## src/rtl/id_ex_stage_if.sv

```systemverilog
// Bus bundle between the ID stage and the ID/EX register: decoder fields in, EX-side fields out.
// The perf counter signals exist only when IDEX_PERF_CNT_EN is defined.
interface id_ex_if #(
  parameter int DW     = 32,
  parameter int CTRL_W = 18
`ifdef IDEX_PERF_CNT_EN
  , parameter int PERF_W = 16
`endif
);
  logic [31:0]       ir_id;
  logic [DW-1:0]     pc_id;
  logic              id_valid;
  logic [CTRL_W-1:0] ctrl_id;
  logic [DW-1:0]     rs_data_id;
  logic [DW-1:0]     rt_data_id;
  logic [DW-1:0]     imm_id;
  logic              ex_hold;
  logic              flush;

  logic              ex_valid;
  logic [CTRL_W-1:0] ex_ctrl;
  logic [DW-1:0]     ex_pc;
  logic [DW-1:0]     ex_rs_data;
  logic [DW-1:0]     ex_rt_data;
  logic [DW-1:0]     ex_imm;
  logic [4:0]        ex_shamt;
  logic [4:0]        ex_rs;
  logic [4:0]        ex_rt;
  logic [4:0]        ex_wreg;
  logic              stall_out;
`ifdef IDEX_PERF_CNT_EN
  logic [PERF_W-1:0] bubble_cnt;
  logic [PERF_W-1:0] hazard_cnt;
`endif

  modport master (
    output ir_id, pc_id, id_valid, ctrl_id, rs_data_id, rt_data_id, imm_id, ex_hold, flush,
    input  ex_valid, ex_ctrl, ex_pc, ex_rs_data, ex_rt_data, ex_imm,
           ex_shamt, ex_rs, ex_rt, ex_wreg, stall_out
`ifdef IDEX_PERF_CNT_EN
    , input bubble_cnt, hazard_cnt
`endif
  );

  modport slave (
    input  ir_id, pc_id, id_valid, ctrl_id, rs_data_id, rt_data_id, imm_id, ex_hold, flush,
    output ex_valid, ex_ctrl, ex_pc, ex_rs_data, ex_rt_data, ex_imm,
           ex_shamt, ex_rs, ex_rt, ex_wreg, stall_out
`ifdef IDEX_PERF_CNT_EN
    , output bubble_cnt, hazard_cnt
`endif
  );
endinterface

```

## src/rtl/id_ex_stage.sv

```systemverilog
// ID/EX pipeline register: load-use bubble insertion, downstream hold, and flush (also latched during hold).
// Define IDEX_PERF_CNT_EN to add saturating bubble_cnt / hazard_cnt counters.
module id_ex_stage #(
  parameter int DW     = 32,
  parameter int CTRL_W = 18
`ifdef IDEX_PERF_CNT_EN
  , parameter int PERF_W = 16
`endif
) (
  input  logic clk,
  input  logic rst,
  id_ex_if.slave bus
);
  localparam int CB_ALUSRC   = 17;
  localparam int CB_REGDST   = 12;
  localparam int CB_MEMWR    = 11;
  localparam int CB_MEMTOREG = 9;
  localparam int CB_REGWR    = 1;

  typedef struct packed {
    logic              valid;
    logic [CTRL_W-1:0] ctrl;
    logic [DW-1:0]     pc;
    logic [DW-1:0]     rs_data;
    logic [DW-1:0]     rt_data;
    logic [DW-1:0]     imm;
    logic [4:0]        shamt;
    logic [4:0]        rs;
    logic [4:0]        rt;
    logic [4:0]        wreg;
  } entry_t;

  typedef enum logic [1:0] {
    ACT_HOLD,
    ACT_FLUSH,
    ACT_HAZARD,
    ACT_LOAD
  } action_e;

  entry_t  entry_q, entry_d, id_entry;
  logic    flush_pend_q, flush_pend_d;
  action_e act;
  logic    hz;
  logic    rt_read;
  logic    stall;
  logic [4:0] id_rs, id_rt, id_rd;
  logic    unused_ir;

  assign id_rs     = bus.ir_id[25:21];
  assign id_rt     = bus.ir_id[20:16];
  assign id_rd     = bus.ir_id[15:11];
  assign unused_ir = ^{bus.ir_id[31:26], bus.ir_id[5:0]};

  // rt is a real source only for register-register ALU ops and for stores (store data).
  assign rt_read = !bus.ctrl_id[CB_ALUSRC] || bus.ctrl_id[CB_MEMWR];

  assign hz = entry_q.valid && entry_q.ctrl[CB_MEMTOREG] && entry_q.ctrl[CB_REGWR] &&
              (entry_q.wreg != 5'd0) && bus.id_valid &&
              ((entry_q.wreg == id_rs) || ((entry_q.wreg == id_rt) && rt_read));

  always_comb begin
    // NOTE: every variable gets a default before any branch so no path infers a latch.
    id_entry         = '0;
    id_entry.valid   = bus.id_valid;
    id_entry.ctrl    = bus.id_valid ? bus.ctrl_id : '0;
    id_entry.pc      = bus.pc_id;
    id_entry.rs_data = bus.rs_data_id;
    id_entry.rt_data = bus.rt_data_id;
    id_entry.imm     = bus.imm_id;
    id_entry.shamt   = bus.ir_id[10:6];
    id_entry.rs      = id_rs;
    id_entry.rt      = id_rt;
    id_entry.wreg    = bus.ctrl_id[CB_REGDST] ? id_rd : id_rt;

    if (bus.ex_hold)                        act = ACT_HOLD;
    else if (bus.flush || flush_pend_q)     act = ACT_FLUSH;
    else if (hz)                            act = ACT_HAZARD;
    else                                    act = ACT_LOAD;

    entry_d      = entry_q;
    flush_pend_d = flush_pend_q;
    stall        = 1'b0;

    unique case (act)
      ACT_HOLD: begin
        // A flush seen while frozen must still kill the ID instruction once the hold drops.
        flush_pend_d = flush_pend_q | bus.flush;
        stall        = 1'b1;
      end
      ACT_FLUSH: begin
        entry_d      = '0;
        flush_pend_d = 1'b0;
      end
      ACT_HAZARD: begin
        entry_d = '0;
        stall   = 1'b1;
      end
      default: entry_d = id_entry;
    endcase
  end

  // NOTE: clocked state uses non-blocking (<=) so every register samples pre-edge values.
  always_ff @(posedge clk) begin
    if (rst) begin
      entry_q      <= '0;
      flush_pend_q <= 1'b0;
    end else begin
      entry_q      <= entry_d;
      flush_pend_q <= flush_pend_d;
    end
  end

  assign bus.ex_valid   = entry_q.valid;
  assign bus.ex_ctrl    = entry_q.ctrl;
  assign bus.ex_pc      = entry_q.pc;
  assign bus.ex_rs_data = entry_q.rs_data;
  assign bus.ex_rt_data = entry_q.rt_data;
  assign bus.ex_imm     = entry_q.imm;
  assign bus.ex_shamt   = entry_q.shamt;
  assign bus.ex_rs      = entry_q.rs;
  assign bus.ex_rt      = entry_q.rt;
  assign bus.ex_wreg    = entry_q.wreg;
  assign bus.stall_out  = stall;

`ifdef IDEX_PERF_CNT_EN
  logic [PERF_W-1:0] bubble_cnt_q, hazard_cnt_q;
  logic              bubble_ev, hazard_ev;

  assign bubble_ev = (act == ACT_FLUSH) || (act == ACT_HAZARD);
  assign hazard_ev = (act == ACT_HAZARD);

  // Counters saturate at all-ones; a hold never produces an event, so they freeze with it.
  always_ff @(posedge clk) begin
    if (rst) begin
      bubble_cnt_q <= '0;
      hazard_cnt_q <= '0;
    end else begin
      if (bubble_ev && (bubble_cnt_q != '1)) bubble_cnt_q <= bubble_cnt_q + PERF_W'(1);
      if (hazard_ev && (hazard_cnt_q != '1)) hazard_cnt_q <= hazard_cnt_q + PERF_W'(1);
    end
  end

  assign bus.bubble_cnt = bubble_cnt_q;
  assign bus.hazard_cnt = hazard_cnt_q;
`endif
endmodule

```

## src/flat_wrapper.sv

```systemverilog
// flat-port wrapper written by rule: the top's interface ports become plain ports
module id_ex_stage_flat 
#(
  parameter int DW     = 32,
  parameter int CTRL_W = 18

)
  (clk, rst, bus_ir_id, bus_pc_id, bus_id_valid, bus_ctrl_id, bus_rs_data_id, bus_rt_data_id, bus_imm_id, bus_ex_hold, bus_flush, bus_ex_valid, bus_ex_ctrl, bus_ex_pc, bus_ex_rs_data, bus_ex_rt_data, bus_ex_imm, bus_ex_shamt, bus_ex_rs, bus_ex_rt, bus_ex_wreg, bus_stall_out);
  id_ex_if #(.DW(DW), .CTRL_W(CTRL_W)) bus_i ();
  input  logic clk;
  input  logic rst;
  input wire logic [$bits(bus_i.ir_id)-1:0] bus_ir_id;
  input wire logic [$bits(bus_i.pc_id)-1:0] bus_pc_id;
  input wire logic [$bits(bus_i.id_valid)-1:0] bus_id_valid;
  input wire logic [$bits(bus_i.ctrl_id)-1:0] bus_ctrl_id;
  input wire logic [$bits(bus_i.rs_data_id)-1:0] bus_rs_data_id;
  input wire logic [$bits(bus_i.rt_data_id)-1:0] bus_rt_data_id;
  input wire logic [$bits(bus_i.imm_id)-1:0] bus_imm_id;
  input wire logic [$bits(bus_i.ex_hold)-1:0] bus_ex_hold;
  input wire logic [$bits(bus_i.flush)-1:0] bus_flush;
  output wire logic [$bits(bus_i.ex_valid)-1:0] bus_ex_valid;
  output wire logic [$bits(bus_i.ex_ctrl)-1:0] bus_ex_ctrl;
  output wire logic [$bits(bus_i.ex_pc)-1:0] bus_ex_pc;
  output wire logic [$bits(bus_i.ex_rs_data)-1:0] bus_ex_rs_data;
  output wire logic [$bits(bus_i.ex_rt_data)-1:0] bus_ex_rt_data;
  output wire logic [$bits(bus_i.ex_imm)-1:0] bus_ex_imm;
  output wire logic [$bits(bus_i.ex_shamt)-1:0] bus_ex_shamt;
  output wire logic [$bits(bus_i.ex_rs)-1:0] bus_ex_rs;
  output wire logic [$bits(bus_i.ex_rt)-1:0] bus_ex_rt;
  output wire logic [$bits(bus_i.ex_wreg)-1:0] bus_ex_wreg;
  output wire logic [$bits(bus_i.stall_out)-1:0] bus_stall_out;
  assign bus_i.ir_id = bus_ir_id;
  assign bus_i.pc_id = bus_pc_id;
  assign bus_i.id_valid = bus_id_valid;
  assign bus_i.ctrl_id = bus_ctrl_id;
  assign bus_i.rs_data_id = bus_rs_data_id;
  assign bus_i.rt_data_id = bus_rt_data_id;
  assign bus_i.imm_id = bus_imm_id;
  assign bus_i.ex_hold = bus_ex_hold;
  assign bus_i.flush = bus_flush;
  assign bus_ex_valid = bus_i.ex_valid;
  assign bus_ex_ctrl = bus_i.ex_ctrl;
  assign bus_ex_pc = bus_i.ex_pc;
  assign bus_ex_rs_data = bus_i.ex_rs_data;
  assign bus_ex_rt_data = bus_i.ex_rt_data;
  assign bus_ex_imm = bus_i.ex_imm;
  assign bus_ex_shamt = bus_i.ex_shamt;
  assign bus_ex_rs = bus_i.ex_rs;
  assign bus_ex_rt = bus_i.ex_rt;
  assign bus_ex_wreg = bus_i.ex_wreg;
  assign bus_stall_out = bus_i.stall_out;
  id_ex_stage #(.DW(DW), .CTRL_W(CTRL_W)) u_core (.clk(clk), .rst(rst), .bus(bus_i));
endmodule
```

## config.mk

```make
export PLATFORM = sky130hd
export DESIGN_NAME = id_ex_stage_flat
export DESIGN_NICKNAME = d
export VERILOG_FILES = /design/src/rtl/id_ex_stage_if.sv /design/src/rtl/id_ex_stage.sv /design/src/flat_wrapper.sv
export SDC_FILE = /design/constraint.sdc
export NUM_CORES = 1
export LEC_CHECK = 0
export BUFFER_PORTS_ARGS = -buffer_cell sky130_fd_sc_hd__buf_2
export CAP_MARGIN = 25
export CORE_AREA = 3 3 135 137
export CTS_BUF_LIST = sky130_fd_sc_hd__clkbuf_16
export DETAILED_ROUTE_END_ITERATION = 8
export DIE_AREA = 0 0 138 140
export PLACE_DENSITY = 0.77
export SYNTH_ARGS = -nofsm -noshare
export SYNTH_HDL_FRONTEND = slang
export SYNTH_SLANG_ARGS = --single-unit
```

## constraint.sdc

```tcl
create_clock -name clk -period 3.1 [get_ports clk]
set_clock_uncertainty 0.15 [all_clocks]
set_input_delay 0.31 -clock clk [delete_from_list [all_inputs] [get_ports clk]]
set_output_delay 0.31 -clock clk [all_outputs]
set_load 0.005 [all_outputs]
```

==> out/results.ini, run 1 <==
[status]
run_status=completed

[placement]
dpl.cell_count=1115
place_congestion=0.911
detailed_place_hpwl_um=12300
io_buffer_count=338
placedInstanceArea_um2=7680

[grt]
number_of_antenna_violations_at_the_first_check_in_global_routing=0
grt_pass1_vias=6298
wire_length_of_the_first_global_routing_pass_um=32800
globalRouteOverflowTotal=0
global_route.usage.total_pct=20.5
grt_start_max_net_pins=102

[synthesis]
synth-adder-area-share_pct=0.214
synth_area_per_cell_um2=9.73
yosysWarnings=0
mappedNetlistArea_um2=5860
post_synth_and_or_nand_nor_area_fraction_pct=13.3
parity_gate_share_of_the_synthesized_area_counting_xor_and_xnor_cells_pct=1.50
largest_family_of_logic_cells_by_synthesized_area=compound AO/OA/AOI/OAI gates
syn_nets=786
synth_compound_gate_area_share_pct=21.5
synth_seq_cells=168
muxShareOfSynthArea_pct=0.961
synth_cell_type_count=24
post_synth_inst_count=602
synth_seq_area_share_pct=57.4

[sta]
finalCritPeriodShare_pct=85.5
post-route-min-period_ns=2.65
unrepaired_setup_endpoints_after_global_routing=no
final-max-slew-violation-count=0
timing.fmax_mhz=377
final-setup-viol-count=0
actual_transition_at_the_worst_max_transition_pin_ns=0.504
hold_slack_ns=0.0244
relSlewSlack_pct=66.4
final-hold-violation-count=0
totalNegativeSetupSlack_ns=0

[drt]
drt-vias-per-instance=4.91
drt_first_pass_iters=5
iteration_0_drc_count_of_the_detailed_router=342
dr_total_vias=6329
ant_nets=0
avgRoutedWirePerCell_um=16.1
totalWireLength_um=20800
drt_drc_violations_left=0

[clocking]
ctsRootBufferMaster=sky130_fd_sc_hd__clkbuf_16
cts.reportedPaths.clkPinSlew_ns=0.06
cts.repair_timing.setup_buffer_count=0
numCtsBuffers=17
cts_tree=yes
htree_levels=4
clkLatencyLatePin_ns=0.41
clock_tree_sinks=168
clock_path_buffers=2

[pwr]
pwr_density_cell_nw_per_um2=530
max-vdd-ir-drop_v=0.000338
p_leak_nw=4.55

[floorplan]
io_pins=351
die_area_um2=19300
placement_rows=48
core_area_um2=17200
floorplan.initialDensity_pct=34.1
die-width_um=138
die_height_um=140

[finish]
finalCoreUtilization_pct=56.3
fin_cells=1289
layout.cell_area.non_filler_um2=9670
layout_nets=1236
area_growth_syn_to_layout_pct=65.0
drive_above_1_share_pct=35.9
fillers=1464

[worst_setup_path]
timing.critical_path.required_ns=3.28
worst-r2r-setup-slack_ns=0.45
worstSetupEndpointType=register
worstPathArrival_ns=2.84
startpoint_type=register
cp_max_fo=84
rr_worst_depth=9
crit_type=register to register

[min_path]
holdCritPathClass=input port to register
whs_path_depth=3

[run]
timing.max_cap.violations=0

## synthesized netlist by cell type
master | instances | share of area, %
sky130_fd_sc_hd__o22ai_1 | 1 | 0.11
sky130_fd_sc_hd__mux2_2 | 5 | 0.96
sky130_fd_sc_hd__a22oi_1 | 156 | 20
sky130_fd_sc_hd__ha_1 | 1 | 0.21
sky130_fd_sc_hd__xnor2_1 | 10 | 1.5
sky130_fd_sc_hd__inv_1 | 1 | 0.064
sky130_fd_sc_hd__nand3_1 | 1 | 0.085
sky130_fd_sc_hd__nand4_1 | 1 | 0.11
sky130_fd_sc_hd__and4_1 | 1 | 0.15
sky130_fd_sc_hd__nor3b_4 | 1 | 0.32
sky130_fd_sc_hd__clkbuf_1 | 21 | 1.3
sky130_fd_sc_hd__nor2_1 | 170 | 11
sky130_fd_sc_hd__o21ai_0 | 1 | 0.085
sky130_fd_sc_hd__buf_4 | 12 | 1.5
sky130_fd_sc_hd__nand2_1 | 2 | 0.13
sky130_fd_sc_hd__a21oi_1 | 11 | 0.94
sky130_fd_sc_hd__dfxtp_1 | 168 | 57
sky130_fd_sc_hd__buf_2 | 20 | 1.7
sky130_fd_sc_hd__nor3b_1 | 11 | 1.4
sky130_fd_sc_hd__or3_1 | 1 | 0.11
sky130_fd_sc_hd__buf_6 | 2 | 0.38
sky130_fd_sc_hd__buf_1 | 2 | 0.13
sky130_fd_sc_hd__a41o_1 | 2 | 0.34
sky130_fd_sc_hd__nor3_1 | 1 | 0.085
## stage by stage
stage               worst slack [ns]  power (mW)
floorplan                      0.962        2.72
finish                         0.448        5.12
global route                   0.266        5.35
CTS                            0.531        5.15
global placement               0.543        3.00
detailed placement             0.558        3.01
## sequential cells by signal, indices dropped and copies added (netlist names)
register and cells:
u_core.bus.ex_rt 5, u_core.flush_pend_q 1, u_core.bus.ex_rt_data 32, u_core.bus.ex_ctrl 18, u_core.bus.ex_wreg 5, u_core.bus.ex_pc 32
u_core.bus.ex_valid 1, u_core.bus.ex_rs 5, u_core.bus.ex_imm 32, u_core.bus.ex_rs_data 32, u_core.bus.ex_shamt 5
## timing repair
action | CTS | global route
gates resized for setup | 0 | 0
hold buffers | 143 | 0
endpoints found under the hold margin | 143 | 0
## critical path, stage by stage, from the launching register on
cell and delay [ns]:
sky130_fd_sc_hd__dfxtp_1 0.46, sky130_fd_sc_hd__xnor2_1 0.17, sky130_fd_sc_hd__o21ai_0 0.16, sky130_fd_sc_hd__o22ai_1 0.28
sky130_fd_sc_hd__a41o_1 0.26, sky130_fd_sc_hd__ha_4 0.27, sky130_fd_sc_hd__nor2_4 0.16, sky130_fd_sc_hd__buf_12 0.32
sky130_fd_sc_hd__a22oi_1 0.14, sky130_fd_sc_hd__nor2_1 0.14
## metal layers
metal	vias to the layer above	global-route usage, %	part of all wire [%]
li1	3033	-	-
met1	2936	23.0	38
met2	297	35.4	51
met3	63	6.32	7.2
met4	0	9.83	4.0
met5	-	0	0
## final timing paths
| path | start | to |
|---|---|---|
| worst max-delay path | u_core.bus.ex_wreg[0] | u_core.bus.ex_rt_data[17] |
| worst min-delay path | bus_rt_data_id[20] | u_core.bus.ex_rt_data[20] |
| worst max register to register | u_core.bus.ex_wreg[0] | u_core.bus.ex_rt_data[17] |
| worst min register to register | u_core.bus.ex_rt[3] | u_core.bus.ex_rt[3] |
## cell type report
| cell class | count | area [um2] | area share, % |
|---|---|---|---|
| sequential | 168 | 3360 | 34.8 |
| timing repair buffer | 488 | 3250 | 33.7 |
| multi-input combinational | 376 | 2210 | 22.9 |
| clock buffer | 17 | 425 | 4.40 |
| tap | 225 | 282 | 2.91 |
| clock inverter | 13 | 124 | 1.28 |
| inverter | 1 | 3.75 | 0.0388 |
| antenna | 1 | 2.50 | 0.0259 |
## logic make-up after synthesis
logic type | after synthesis
flops | 168
fa+ha+maj | 1
simple gates | 189
buf+inv | 58
mux | 5
xor+xnor | 10
compound gates | 171
## cell usage in the layout, fill, tap and decap left out, types with 2 or more instances in the layout
cell	Yosys	final
sky130_fd_sc_hd__nand2_1	2	2
sky130_fd_sc_hd__clkinvlp_4	0	5
sky130_fd_sc_hd__a22oi_1	156	156
sky130_fd_sc_hd__inv_6	0	4
sky130_fd_sc_hd__xnor2_1	10	10
sky130_fd_sc_hd__a21oi_1	11	11
sky130_fd_sc_hd__buf_2	20	337
sky130_fd_sc_hd__clkbuf_16	0	17
sky130_fd_sc_hd__buf_4	12	2
sky130_fd_sc_hd__dfxtp_1	168	168
sky130_fd_sc_hd__mux2_2	5	5
sky130_fd_sc_hd__dlygate4sd3_1	0	143
sky130_fd_sc_hd__buf_12	0	6
sky130_fd_sc_hd__a41o_1	2	2
sky130_fd_sc_hd__nor3b_1	11	11
sky130_fd_sc_hd__nor2_1	170	169
sky130_fd_sc_hd__clkinv_4	0	2
## power breakdown
| part | leakage, nW | total [mW] | internal [mW] | switching [mW] |
|---|---|---|---|---|
| Combinational | 2.92 | 0.792 | 0.415 | 0.377 |
| Clock | 0.252 | 2.00 | 1.11 | 0.890 |
| Sequential | 1.37 | 2.33 | 2.27 | 0.0621 |
Power figures use the tool's default switching activity.
==> inputs of run 2 (changes only) <==
--- a/config.mk
+++ b/config.mk
@@ -9,5 +9,5 @@
 export CAP_MARGIN = 25
 export CORE_AREA = 3 3 135 137
-export CTS_BUF_LIST = sky130_fd_sc_hd__clkbuf_16
+export CTS_BUF_LIST = sky130_fd_sc_hd__clkbuf_4 sky130_fd_sc_hd__clkbuf_8 sky130_fd_sc_hd__clkbuf_16
 export DETAILED_ROUTE_END_ITERATION = 8
 export DIE_AREA = 0 0 138 140
==> constraint.sdc (replaced) <==
create_clock -name clk -period 3.1 [get_ports clk]
set_clock_uncertainty 0.15 [all_clocks]
set_input_delay 0.31 -clock clk [delete_from_list [all_inputs] [get_ports clk]]
set_output_delay 0.31 -clock clk [all_outputs]
set_load 0.02 [all_outputs]
==> out/results.ini, run 2 (synthesis gave the netlist of run 1 again) <==
[drt]
dr_total_vias=6300  ; -0.46%
ant_nets=0  ; unchanged
drt-vias-per-instance=4.89  ; -0.46%
iteration_0_drc_count_of_the_detailed_router=337  ; -1.5%
drt_drc_violations_left=0  ; unchanged
avgRoutedWirePerCell_um=16.2  ; +0.46%
totalWireLength_um=20900  ; +0.46%
drt_first_pass_iters=5  ; unchanged

[worst_setup_path]
timing.critical_path.required_ns=3.28  ; about the same
crit_type=register to register
cp_max_fo=84  ; unchanged
worstSetupEndpointType=register
startpoint_type=register
worstReg2RegStart=u_core.bus.ex_wreg[0]
worstPathArrival_ns=2.84  ; about the same
critPathLaunch=u_core.bus.ex_wreg[0]

[floorplan]
floorplan.initialDensity_pct=34.1  ; unchanged
io_pins=351  ; unchanged
die_height_um=140  ; unchanged
core_area_um2=17200  ; unchanged
die-width_um=138  ; unchanged
placement_rows=48  ; unchanged
die_area_um2=19300  ; unchanged

[clocking]
cts_resized=0  ; unchanged
cts.repair_timing.setup_buffer_count=0  ; unchanged
ctsRootBufferMaster=sky130_fd_sc_hd__clkbuf_16
htree_levels=4  ; unchanged
holdBufCountCts=143  ; unchanged
cts_tree=yes
clock_path_buffers=2  ; unchanged
numCtsBuffers=17  ; unchanged
clkLatencyLatePin_ns=0.41  ; about the same
clock_tree_sinks=168  ; unchanged
cts.reportedPaths.clkPinSlew_ns=0.06  ; about the same

[placement]
detailed_place_hpwl_um=12300  ; unchanged
io_buffer_count=338  ; unchanged
place_congestion=0.911  ; unchanged
preCtsSetupSlack_ns=0.558  ; unchanged

[sta]
timing.fmax_mhz=377  ; about the same
relSlewSlack_pct=66.7  ; +0.36 points
finalCritPeriodShare_pct=85.6  ; about the same
final_critical_path_setup_slack_ns=0.446  ; -0.00264 ns
final-setup-viol-count=0  ; unchanged
post-route-min-period_ns=2.65  ; +0.00264 ns
final-hold-violation-count=0  ; unchanged
actual_transition_at_the_worst_max_transition_pin_ns=0.499  ; -0.00546 ns
unrepaired_setup_endpoints_after_global_routing=no
totalNegativeSetupSlack_ns=0  ; unchanged
final-max-slew-violation-count=0  ; unchanged

[grt]
number_of_antenna_violations_at_the_first_check_in_global_routing=0  ; unchanged
grt_start_max_net_pins=102  ; unchanged
wire_length_of_the_first_global_routing_pass_um=32800  ; unchanged
grt_pass1_vias=6301  ; +0.048%
global_route.usage.total_pct=20.5  ; about the same
globalRouteOverflowTotal=0  ; unchanged

[finish]
final_common_cell=sky130_fd_sc_hd__buf_2
multi_input_area_um2=2210  ; unchanged
fillers=1460  ; -0.27%
area_growth_syn_to_layout_pct=65.2
layout_nets=1236  ; unchanged
ff_latch_area_um2=3360  ; unchanged
drive_above_1_share_pct=36.0  ; +0.094 points
most-common-layout-cells=337 x sky130_fd_sc_hd__buf_2, 169 x sky130_fd_sc_hd__nor2_1, 168 x sky130_fd_sc_hd__dfxtp_1, 156 x sky130_fd_sc_hd__a22oi_1, 143 x sky130_fd_sc_hd__dlygate4sd3_1

[run]
timing.max_cap.violations=0  ; unchanged

[min_path]
holdCritPathClass=input port to register
hold_crit_start=bus_rt_data_id[20]

[pwr]
pwr_density_cell_nw_per_um2=545  ; +2.9%
p_leak_nw=4.55  ; +0.12%
post-layout-total-power_mw=5.28  ; +3.0%
max-vdd-ir-drop_v=0.000337  ; -0.39%

[status]
run_status=completed

==> run 2: report_power, final <==
group | leakage, nW | internal [mW] | switching [mW] | total (mW)
sequential | 1.37 | 2.27 | 0.0622 | 2.33
clock | 0.258 | 1.13 | 0.888 | 2.02
combinational | 2.92 | 0.418 | 0.504 | 0.922
total | 4.55 | 3.82 | 1.45 | 5.28
==> run 2: per-layer routing <==
metal	GRT usage, %	up-vias	wire length, um
met5	0	-	0
li1	-	3030	-
met1	22.9	2942	7970
met2	35.4	270	10700
met4	9.83	0	794
met3	6.32	58	1400
==> run 2: through the flow <==
stage | std cells | utilization [%] | hold slack [ns] | instance area [um2]
detailed placement | 1115 | 44.7 | 0.323 | 7680
floorplan | 602 | - | 0.304 | 5860
CTS | 1288 | 56.3 | 0.0000379 | 9670
global route | 1288 | 56.3 | 0.0121 | 9670
finish | 1289 | 56.3 | 0.0280 | 9680
global placement | 1115 | 44.7 | 0.316 | 7680
==> run 2: cell type report <==
type,instances,share of cell area (%)
diodes,1,0.0259
flip-flops and latches,168,34.8
clock buffers,18,4.54
clock inverters,12,1.24
inverters,1,0.0388
well taps,225,2.91
multi-input cells,376,22.9
repair buffers,488,33.6
==> run 2: final timing paths <==
check | end | slack (ns) | depth (start not counted)
max | u_core.bus.ex_rt_data[17] | 0.45 | 9
min | u_core.bus.ex_rt_data[20] | 0.03 | 3
max reg2reg | u_core.bus.ex_rt_data[17] | 0.45 | 9
min reg2reg | u_core.bus.ex_rs[0] | 0.34 | 2
==> run 2: critical path, stage by stage, from the launching register on <==
cell and delay (ns):
sky130_fd_sc_hd__dfxtp_1 0.46, sky130_fd_sc_hd__xnor2_1 0.17, sky130_fd_sc_hd__o21ai_0 0.15, sky130_fd_sc_hd__o22ai_1 0.28, sky130_fd_sc_hd__a41o_1 0.26, sky130_fd_sc_hd__ha_4 0.26
sky130_fd_sc_hd__nor2_4 0.16, sky130_fd_sc_hd__buf_12 0.31, sky130_fd_sc_hd__a22oi_1 0.14, sky130_fd_sc_hd__nor2_1 0.14
